[src/rtl/nibble_add_sched_pkg.sv]
// nibble_add_sched_pkg
// Shared definitions for the nibble-serial adder scheduler:
//   state_t  - FSM state encoding (IDLE = 0, ADD = 1, DONE = 2)
//   NIBBLE_W - width of one adder pass (4 bits)
package nibble_add_sched_pkg;

  localparam int NIBBLE_W = 4;

  typedef enum logic [1:0] {
    IDLE = 2'd0,
    ADD  = 2'd1,
    DONE = 2'd2
  } state_t;

endpackage

[src/rtl/nibble_add_sched_nibble_adder.sv]
// nibble_adder
// Combinational NIBBLE_W-bit ripple-carry adder, time-shared by the
// scheduler across all nibbles of an operation.
// Ports:
//   A, B  in  operand nibbles
//   Cin   in  carry-in
//   S     out sum nibble
//   Cout  out carry-out of the most significant bit
module nibble_adder
  import nibble_add_sched_pkg::*;
(
  input  logic [NIBBLE_W-1:0] A,
  input  logic [NIBBLE_W-1:0] B,
  input  logic                Cin,
  output logic [NIBBLE_W-1:0] S,
  output logic                Cout
);

  logic [NIBBLE_W:0] carry;

  assign carry[0] = Cin;

  for (genvar gi = 0; gi < NIBBLE_W; gi++) begin : g_bit
    assign S[gi]         = A[gi] ^ B[gi] ^ carry[gi];
    assign carry[gi + 1] = (A[gi] & B[gi]) | (carry[gi] & (A[gi] ^ B[gi]));
  end

  assign Cout = carry[NIBBLE_W];

endmodule

[src/rtl/nibble_add_sched.sv]
// nibble_add_sched
// Two-requester arbiter in front of a single 4-bit adder. The winning
// requester's operands are latched and added one nibble per cycle,
// least-significant first; a one-cycle done pulse reports completion.
// Ports:
//   clk, rst           clock, synchronous active-high reset
//   req0/a0/b0/cin0    requester 0 request and operands
//   req1/a1/b1/cin1    requester 1 request and operands
//   gnt                one-hot grant, held through ADD and DONE
//   busy               high while an operation is in progress
//   done               one-cycle completion pulse per requester
//   S, Cout            result and final carry, valid in the done cycle
module nibble_add_sched
  import nibble_add_sched_pkg::*;
#(
  parameter int NIBBLES = 4,
  localparam int W = NIBBLE_W * NIBBLES
) (
  input  logic         clk,
  input  logic         rst,
  input  logic         req0,
  input  logic [W-1:0] a0,
  input  logic [W-1:0] b0,
  input  logic         cin0,
  input  logic         req1,
  input  logic [W-1:0] a1,
  input  logic [W-1:0] b1,
  input  logic         cin1,
  output logic [1:0]   gnt,
  output logic         busy,
  output logic [1:0]   done,
  output logic [W-1:0] S,
  output logic         Cout
);

  localparam int CW = (NIBBLES > 1) ? $clog2(NIBBLES) : 1;
  localparam logic [CW-1:0] LAST = CW'(NIBBLES - 1);

  state_t              state_reg;
  logic [W-1:0]        a_reg;
  logic [W-1:0]        b_reg;
  logic [CW-1:0]       count_reg;
  logic                carry_reg;
  logic                ptr_reg;
  logic                winner_reg;
  logic [1:0]          gnt_reg;
  logic [1:0]          done_reg;
  logic [W-1:0]        s_reg;
  logic                cout_reg;

  logic                win_next;
  logic [NIBBLE_W-1:0] a_nibs [NIBBLES];
  logic [NIBBLE_W-1:0] b_nibs [NIBBLES];
  logic [NIBBLE_W-1:0] nib_sum;
  logic                nib_cout;

  // Contention goes to the pointer side; otherwise whoever is requesting.
  always_comb begin
    win_next = 1'b0;
    if (req0 && req1) win_next = ptr_reg;
    else              win_next = req1;
  end

  for (genvar gi = 0; gi < NIBBLES; gi++) begin : g_nib
    assign a_nibs[gi] = a_reg[gi*NIBBLE_W +: NIBBLE_W];
    assign b_nibs[gi] = b_reg[gi*NIBBLE_W +: NIBBLE_W];
  end

  nibble_adder u_adder (
    .A    (a_nibs[count_reg]),
    .B    (b_nibs[count_reg]),
    .Cin  (carry_reg),
    .S    (nib_sum),
    .Cout (nib_cout)
  );

  always_ff @(posedge clk) begin
    if (rst) begin
      state_reg  <= IDLE;
      a_reg      <= '0;
      b_reg      <= '0;
      count_reg  <= '0;
      carry_reg  <= 1'b0;
      ptr_reg    <= 1'b0;
      winner_reg <= 1'b0;
      gnt_reg    <= '0;
      done_reg   <= '0;
      s_reg      <= '0;
      cout_reg   <= 1'b0;
    end else begin
      done_reg <= '0;
      case (state_reg)
        IDLE: begin
          if (req0 || req1) begin
            winner_reg <= win_next;
            gnt_reg    <= win_next ? 2'b10 : 2'b01;
            ptr_reg    <= ~win_next;
            a_reg      <= win_next ? a1 : a0;
            b_reg      <= win_next ? b1 : b0;
            carry_reg  <= win_next ? cin1 : cin0;
            count_reg  <= '0;
            state_reg  <= ADD;
          end
        end
        ADD: begin
          s_reg[count_reg*NIBBLE_W +: NIBBLE_W] <= nib_sum;
          carry_reg <= nib_cout;
          if (count_reg == LAST) state_reg <= DONE;
          else                   count_reg <= count_reg + 1'b1;
        end
        DONE: begin
          done_reg[winner_reg] <= 1'b1;
          cout_reg             <= carry_reg;
          gnt_reg              <= '0;
          state_reg            <= IDLE;
        end
        default: state_reg <= IDLE;
      endcase
    end
  end

  assign gnt  = gnt_reg;
  assign done = done_reg;
  assign busy = (state_reg != IDLE);
  assign S    = s_reg;
  assign Cout = cout_reg;

endmodule
[config.mk]
export PLATFORM = sky130hd
export DESIGN_NAME = nibble_add_sched
export DESIGN_NICKNAME = d
export VERILOG_FILES = /design/src/rtl/nibble_add_sched_pkg.sv /design/src/rtl/nibble_add_sched_nibble_adder.sv /design/src/rtl/nibble_add_sched.sv
export SDC_FILE = /design/constraint.sdc
export NUM_CORES = 1
export LEC_CHECK = 0
export CORE_AREA = 3 3 65 113
export DETAILED_ROUTE_END_ITERATION = 6
export DIE_AREA = 0 0 68 116
export HOLD_SLACK_MARGIN = 0.03
export PLACE_DENSITY = 0.86
export SETUP_SLACK_MARGIN = 0.5
export SLEW_MARGIN = 20
export SYNTH_ARGS = -nofsm -noshare
export SYNTH_HDL_FRONTEND = slang
export SYNTH_SLANG_ARGS = --single-unit
[constraint.sdc]
create_clock -name clk -period 3.7 [get_ports clk]
set_clock_uncertainty 0.05 [all_clocks]
set_input_delay 0.74 -clock clk [delete_from_list [all_inputs] [get_ports clk]]
set_output_delay 0.74 -clock clk [all_outputs]
set_load 0.03 [all_outputs]
# --- Word-level counts from Yosys, hierarchy flattened ---
# Cells that the tools add are included.
word_totals:
  reg_bits: 60
  input_bits: 70
  out_inout_bits: 22
  elab_cells: 84
classes:
  add_sub_neg: 2
  order_cmp: 3
  n_eq_ne: 6
  shifts: 2
  muxes: 24
  bitwise: 23
  reduce_logical: 13
op_table:
  columns: ["operator", "n"]
  rows:
  - ["negation 4 -> 34 bit", 1]
  - ["variable shift 4 x 34 -> 16 bit (first input constant)", 1]
  - ["variable part select 4 x 34 -> 16 bit", 1]
  - ["two-way mux 16 bit", 2]
  - ["binary-select mux 4 bit (select 2 bit)", 2]
  - ["bitwise mux 16 bit", 1]
  - ["two-way mux 4 bit", 4]
  - ["two-way mux 2 bit", 6]
  - ["one-hot mux 2 bit (2 select lines)", 3]
  - ["AND 1 bit", 8]
  - ["AND reduction 2 bit", 4]
  - ["bitwise XOR 1 bit", 8]
  - ["inequality test 2 bit (second input constant)", 3]
  - ["nonzero test 2 bit", 3]
  - ["equality test 2 bit (second input constant)", 2]
  - ["two-way mux 1 bit", 4]
  - ["bitwise OR 1 bit", 4]
  - ["greater-or-equal comparator 3 bit (second input constant)", 1]
  - ["inverter 2 -> 3 bit", 1]
  - ["AND reduction 3 bit", 1]
  - ["adder 2 x 1 -> 2 bit (second input constant)", 1]
  - ["equality test 2 x 1 -> 1 bit (second input constant)", 1]
  - ["logical AND 1 bit", 2]
  - ["logical NOT 2 bit", 1]
  - ["other kinds (7)", 8]

# --- Longest topological paths before layout ---
logic_depth:
  ltp_word: 14
  mapped_depth: 10
  depth_no_buf: 9

# --- Modules after synthesis ---
# Synthesis repeated with hierarchy kept, for this count alone.
hier_totals:
  cells_unflattened: 356
  area_unflattened_um2: 3126.7
by_module_without_submodules:
  columns: ["mod", "n_inst", "cells_each", "area_each_um2", "seq_area_each_um2"]
  rows:
  - ["nibble_add_sched", 1, 342, 3009.1, 1201.2]
  - ["nibble_adder", 1, 14, 117.6, 0.0]

# --- Worst setup path after synthesis ---
# No wires, ideal clock.
synth_path:
  kind: "flip-flop to flip-flop"
  startpoint: "register count_reg[0]"
  endpoint: "register s_reg[11], in the netlist S[11]"
  setup_time_ps: 128
  arrival_ps: 2627
  required_time_ps: 3522
  slack_ps: 896
  stages_incl_launch_ff: 11
  path_buffers: 1
  period_less_slack_ps: 2804
  cell_sequence: "dfxtp_1 -> buf_2 -> mux4_2 -> inv_1 -> fa_1 -> fa_1 -> inv_1 -> fa_1 -> fa_1 -> a32oi_1 -> nor2_1"
synth_between:
  elab_chain_len: 14
  elab_cells_between_ends: 28
  classes_between: "1 x add/sub; 2 x shift; 7 x mux; 18 x bitwise"
synth_lines:
  columns: ["item", "line_no", "rtl"]
  rows:
  - ["from (decl)", "nibble_add_sched.sv:42", "logic [CW-1:0] count_reg;"]
  - ["from (signal assigned)", "nibble_add_sched.sv:109", "else count_reg <= count_reg + 1'b1;"]
  - ["inverter 2 -> 3 bit (not written as such)", "nibble_add_sched.sv:70, nibble_add_sched.sv:71", null]
  - ["binary-select mux 4 bit (select 2 bit), on equally long branches", "nibble_add_sched.sv:70, nibble_add_sched.sv:71", null]
  - ["two-way mux 4 bit, on equally long branches (2 in series)", "nibble_add_sched.sv:70, nibble_add_sched.sv:71", null]
  - ["bitwise XOR 1 bit", "nibble_add_sched_nibble_adder.sv:24, nibble_add_sched_nibble_adder.sv:25", null]
  - ["AND 1 bit", "nibble_add_sched_nibble_adder.sv:25", "assign carry[gi + 1] = (A[gi] & B[gi]) | (carry[gi] & (A[gi] ^ B[gi]));"]
  - ["bitwise OR 1 bit", "nibble_add_sched_nibble_adder.sv:25", null]
  - ["AND 1 bit", "nibble_add_sched_nibble_adder.sv:25", null]
  - ["bitwise OR 1 bit", "nibble_add_sched_nibble_adder.sv:25", null]
  - ["AND 1 bit", "nibble_add_sched_nibble_adder.sv:25", null]
  - ["bitwise OR 1 bit", "nibble_add_sched_nibble_adder.sv:25", null]
  - ["bitwise XOR 1 bit", "nibble_add_sched_nibble_adder.sv:24", "assign S[gi] = A[gi] ^ B[gi] ^ carry[gi];"]
  - ["variable part select 4 x 34 -> 16 bit", "nibble_add_sched.sv:106", "s_reg[count_reg*NIBBLE_W +: NIBBLE_W] <= nib_sum;"]
  - ["bitwise mux 16 bit (*)", "nibble_add_sched.sv:106", null]
  - ["to (signal, indexed assignment)", "nibble_add_sched.sv:106", null]
  - ["to (decl)", "nibble_add_sched.sv:48", "logic [W-1:0] s_reg;"]
# Every way passes the cells marked *; elsewhere a longest branch is shown, timed or not. The select of a mux whose other input is x is not followed.
# A chain may end at the register's enable or synchronous reset.

# --- Worst setup path after layout ---
layout_path:
  startpoint: "register count_reg[1]"
  endpoint: "register s_reg[11], in the netlist S[11]"
# The elaborated chain is that of the path after synthesis.

==> metrics.yaml <==
status: "finished, final reports clean"
synth_area_leaders: "dfxtp_1 40%, nand4_1 7.4%, a31oi_1 6.6%, mux4_2 5.9%, o21ai_1 5.8%"
clk_pin_slew_ns: 0.05
timing.fmax_mhz: 333
wl_per_cell_um: 17.4
vias: 3047
hold_buffers: 0
worst_ep_arrival_time_ns: 3.12
timing.hold.worst.class: "flop to flop"
dp_hpwl_um: 6220
initial_core_util_pct: 46.4
fp.dieArea_um2: 7890
setup_viol: 0
end_kind: "flop"
required_ns: 3.82
clkSinkCount: 60
clock_latency_ns: 0.33
ys_seq_elements: 60
netlist-cell-type-count: 35
cts_buffer_depth: 2
wl_um: 8680
num-fill-cells: 534
yosysWarnings: 0
maxCapViolCount: 0
first_pass_iters: 4
yosysSeqAreaShare_pct: 39.6
grt_usage_pct: 23.4
vias_per_cell: 6.09
cts_tree: "yes"
finalHoldViolCount: 0
syn_area_per_cell_um2: 8.95
port_buffers: 91
ctsResizeCount: 0
htreeDepth: 3
gp_congestion: 0.840
numCtsBuffers: 9
grt-ovfl-total: 0
grt_pass1_wl_um: 14100
area_growth_pct: 39.6
die_y_um: 116
yosys.area.top_type_share_pct: 39.6
drive_gt1_share_pct: 9.33
crit_fanout: 13
ys_async_sr_fraction_pct: 0
fin_ws_ns: 0.693
antenna_found_initial: 0
pwr_density_cell_nw_per_um2: 449
grt_pass1_vias: 3015
critPathKind: "flop to flop"
worst_pin_slew_ns: 1.05
final_nets: 493
fin_crit_sh_pct: 81.3
peakVddDrop_uv: 283
grt_max_degree: 62
ios: 92
cts_setup_buffers: 0
drc: 0
post_dp_cell_area_um2: 3920
num_rows: 39
ys.flop_type: "dfxtp_1"
seq_area_um2: 1200
setup_tns_ns: 0
die_width_um: 68
synth_common_cells: "60 x dfxtp_1, 36 x nand4_1, 35 x o21ai_1"
slew_viol_final: 0
grt_setup_unrepaired: "false"
slew_headroom_pct: 29.7
yosysMostFrequentCell: "dfxtp_1"
p_leak_nw: 1.46
synth_edf_count: 0
netlist_instances: 339
synth_top_cell_by_area: "dfxtp_1"
ant_nets: 0
core_um2: 6540
syn_area_um2: 3030
insertedDiodeCount: 0
start_kind: "flop"
drt_iter0_drc: 191
dp_slack_ns: 0.748
cts_root_buf: "clkbuf_16"
multiInputGateArea_um2: 1590
syn_nets: 419
design_area_um2: 4240
period_needed_ns: 3.01
[cell families (layout without fill, tap and decap cells)]
group,Yosys count,in the layout,synth area share [%]
AND/OR/NAND/NOR,114,114,21.6
multiplexers,9,9,6.27
AO/OA/AOI/OAI,96,96,19.4
flip-flops,60,60,39.6
adder cells (fa/ha/maj),10,10,5.12
buffers and inverters,50,129,7.96
[metrics by stage]
stage	std cells	power, mW	hold WS, ns	utilization, %
floorplan	339	0.925	0.363	-
detailed placement	484	1.06	0.393	60.0
global placement	484	1.05	0.375	60.0
global route	500	1.97	0.414	64.8
finish	500	1.90	0.397	64.8
CTS	500	1.90	0.401	64.8
[layout make-up]
| class | instances | share of cell area [%] |
|---|---|---|
| inverters | 12 | 1.06 |
| well taps | 82 | 2.42 |
| flip-flops and latches | 60 | 28.4 |
| repair buffers | 101 | 23.2 |
| clock buffers | 11 | 5.97 |
| clock inverters | 5 | 1.42 |
| multi-input cells | 229 | 37.6 |
[cell usage in the layout (no fill, tap or decap), types with 9 or more instances in the layout]
cell / instances
a32oi_1: 11
inv_1: 11
nor2_1: 14
clkdlybuf4s50_1: 90
a31oi_1: 32
nand3_1: 34
a21oi_1: 11
nand4_1: 36
clkbuf_16: 9
buf_4: 10
o21ai_1: 35
dfxtp_1: 60
[final timing paths]
kind / from / to / slack [ns] / depth (start not counted)
setup / recovery: count_reg[1] / S[11] / 0.69 / 9
hold / removal: winner_reg / done[0] / 0.40 / 1
setup reg to reg: count_reg[1] / S[11] / 0.69 / 9
hold reg to reg: winner_reg / done[0] / 0.40 / 1
[report_power, final]
group | leakage [nW] | switching [mW] | total, mW | internal, mW
combinational | 0.831 | 0.177 | 0.336 | 0.159
clock | 0.140 | 0.291 | 0.847 | 0.557
sequential | 0.491 | 0.0313 | 0.718 | 0.687
total | 1.46 | 0.499 | 1.90 | 1.40
[routing by layer]
layer,routed length [um],global-route usage (%)
met5,0,0
met4,263,14.2
met3,474,4.36
met2,4900,41.2
met1,3040,24.8
[worst max-delay path: stages (launching register included)]
cell and delay, ns:
dfxtp_1 0.65, mux4_2 0.29, inv_1 0.05, fa_1 0.41, fa_1 0.38, inv_1 0.07, fa_1 0.18, fa_1 0.48
a32oi_1 0.22, nor2_1 0.06
Note: power is estimated with default switching activity, not from simulation.
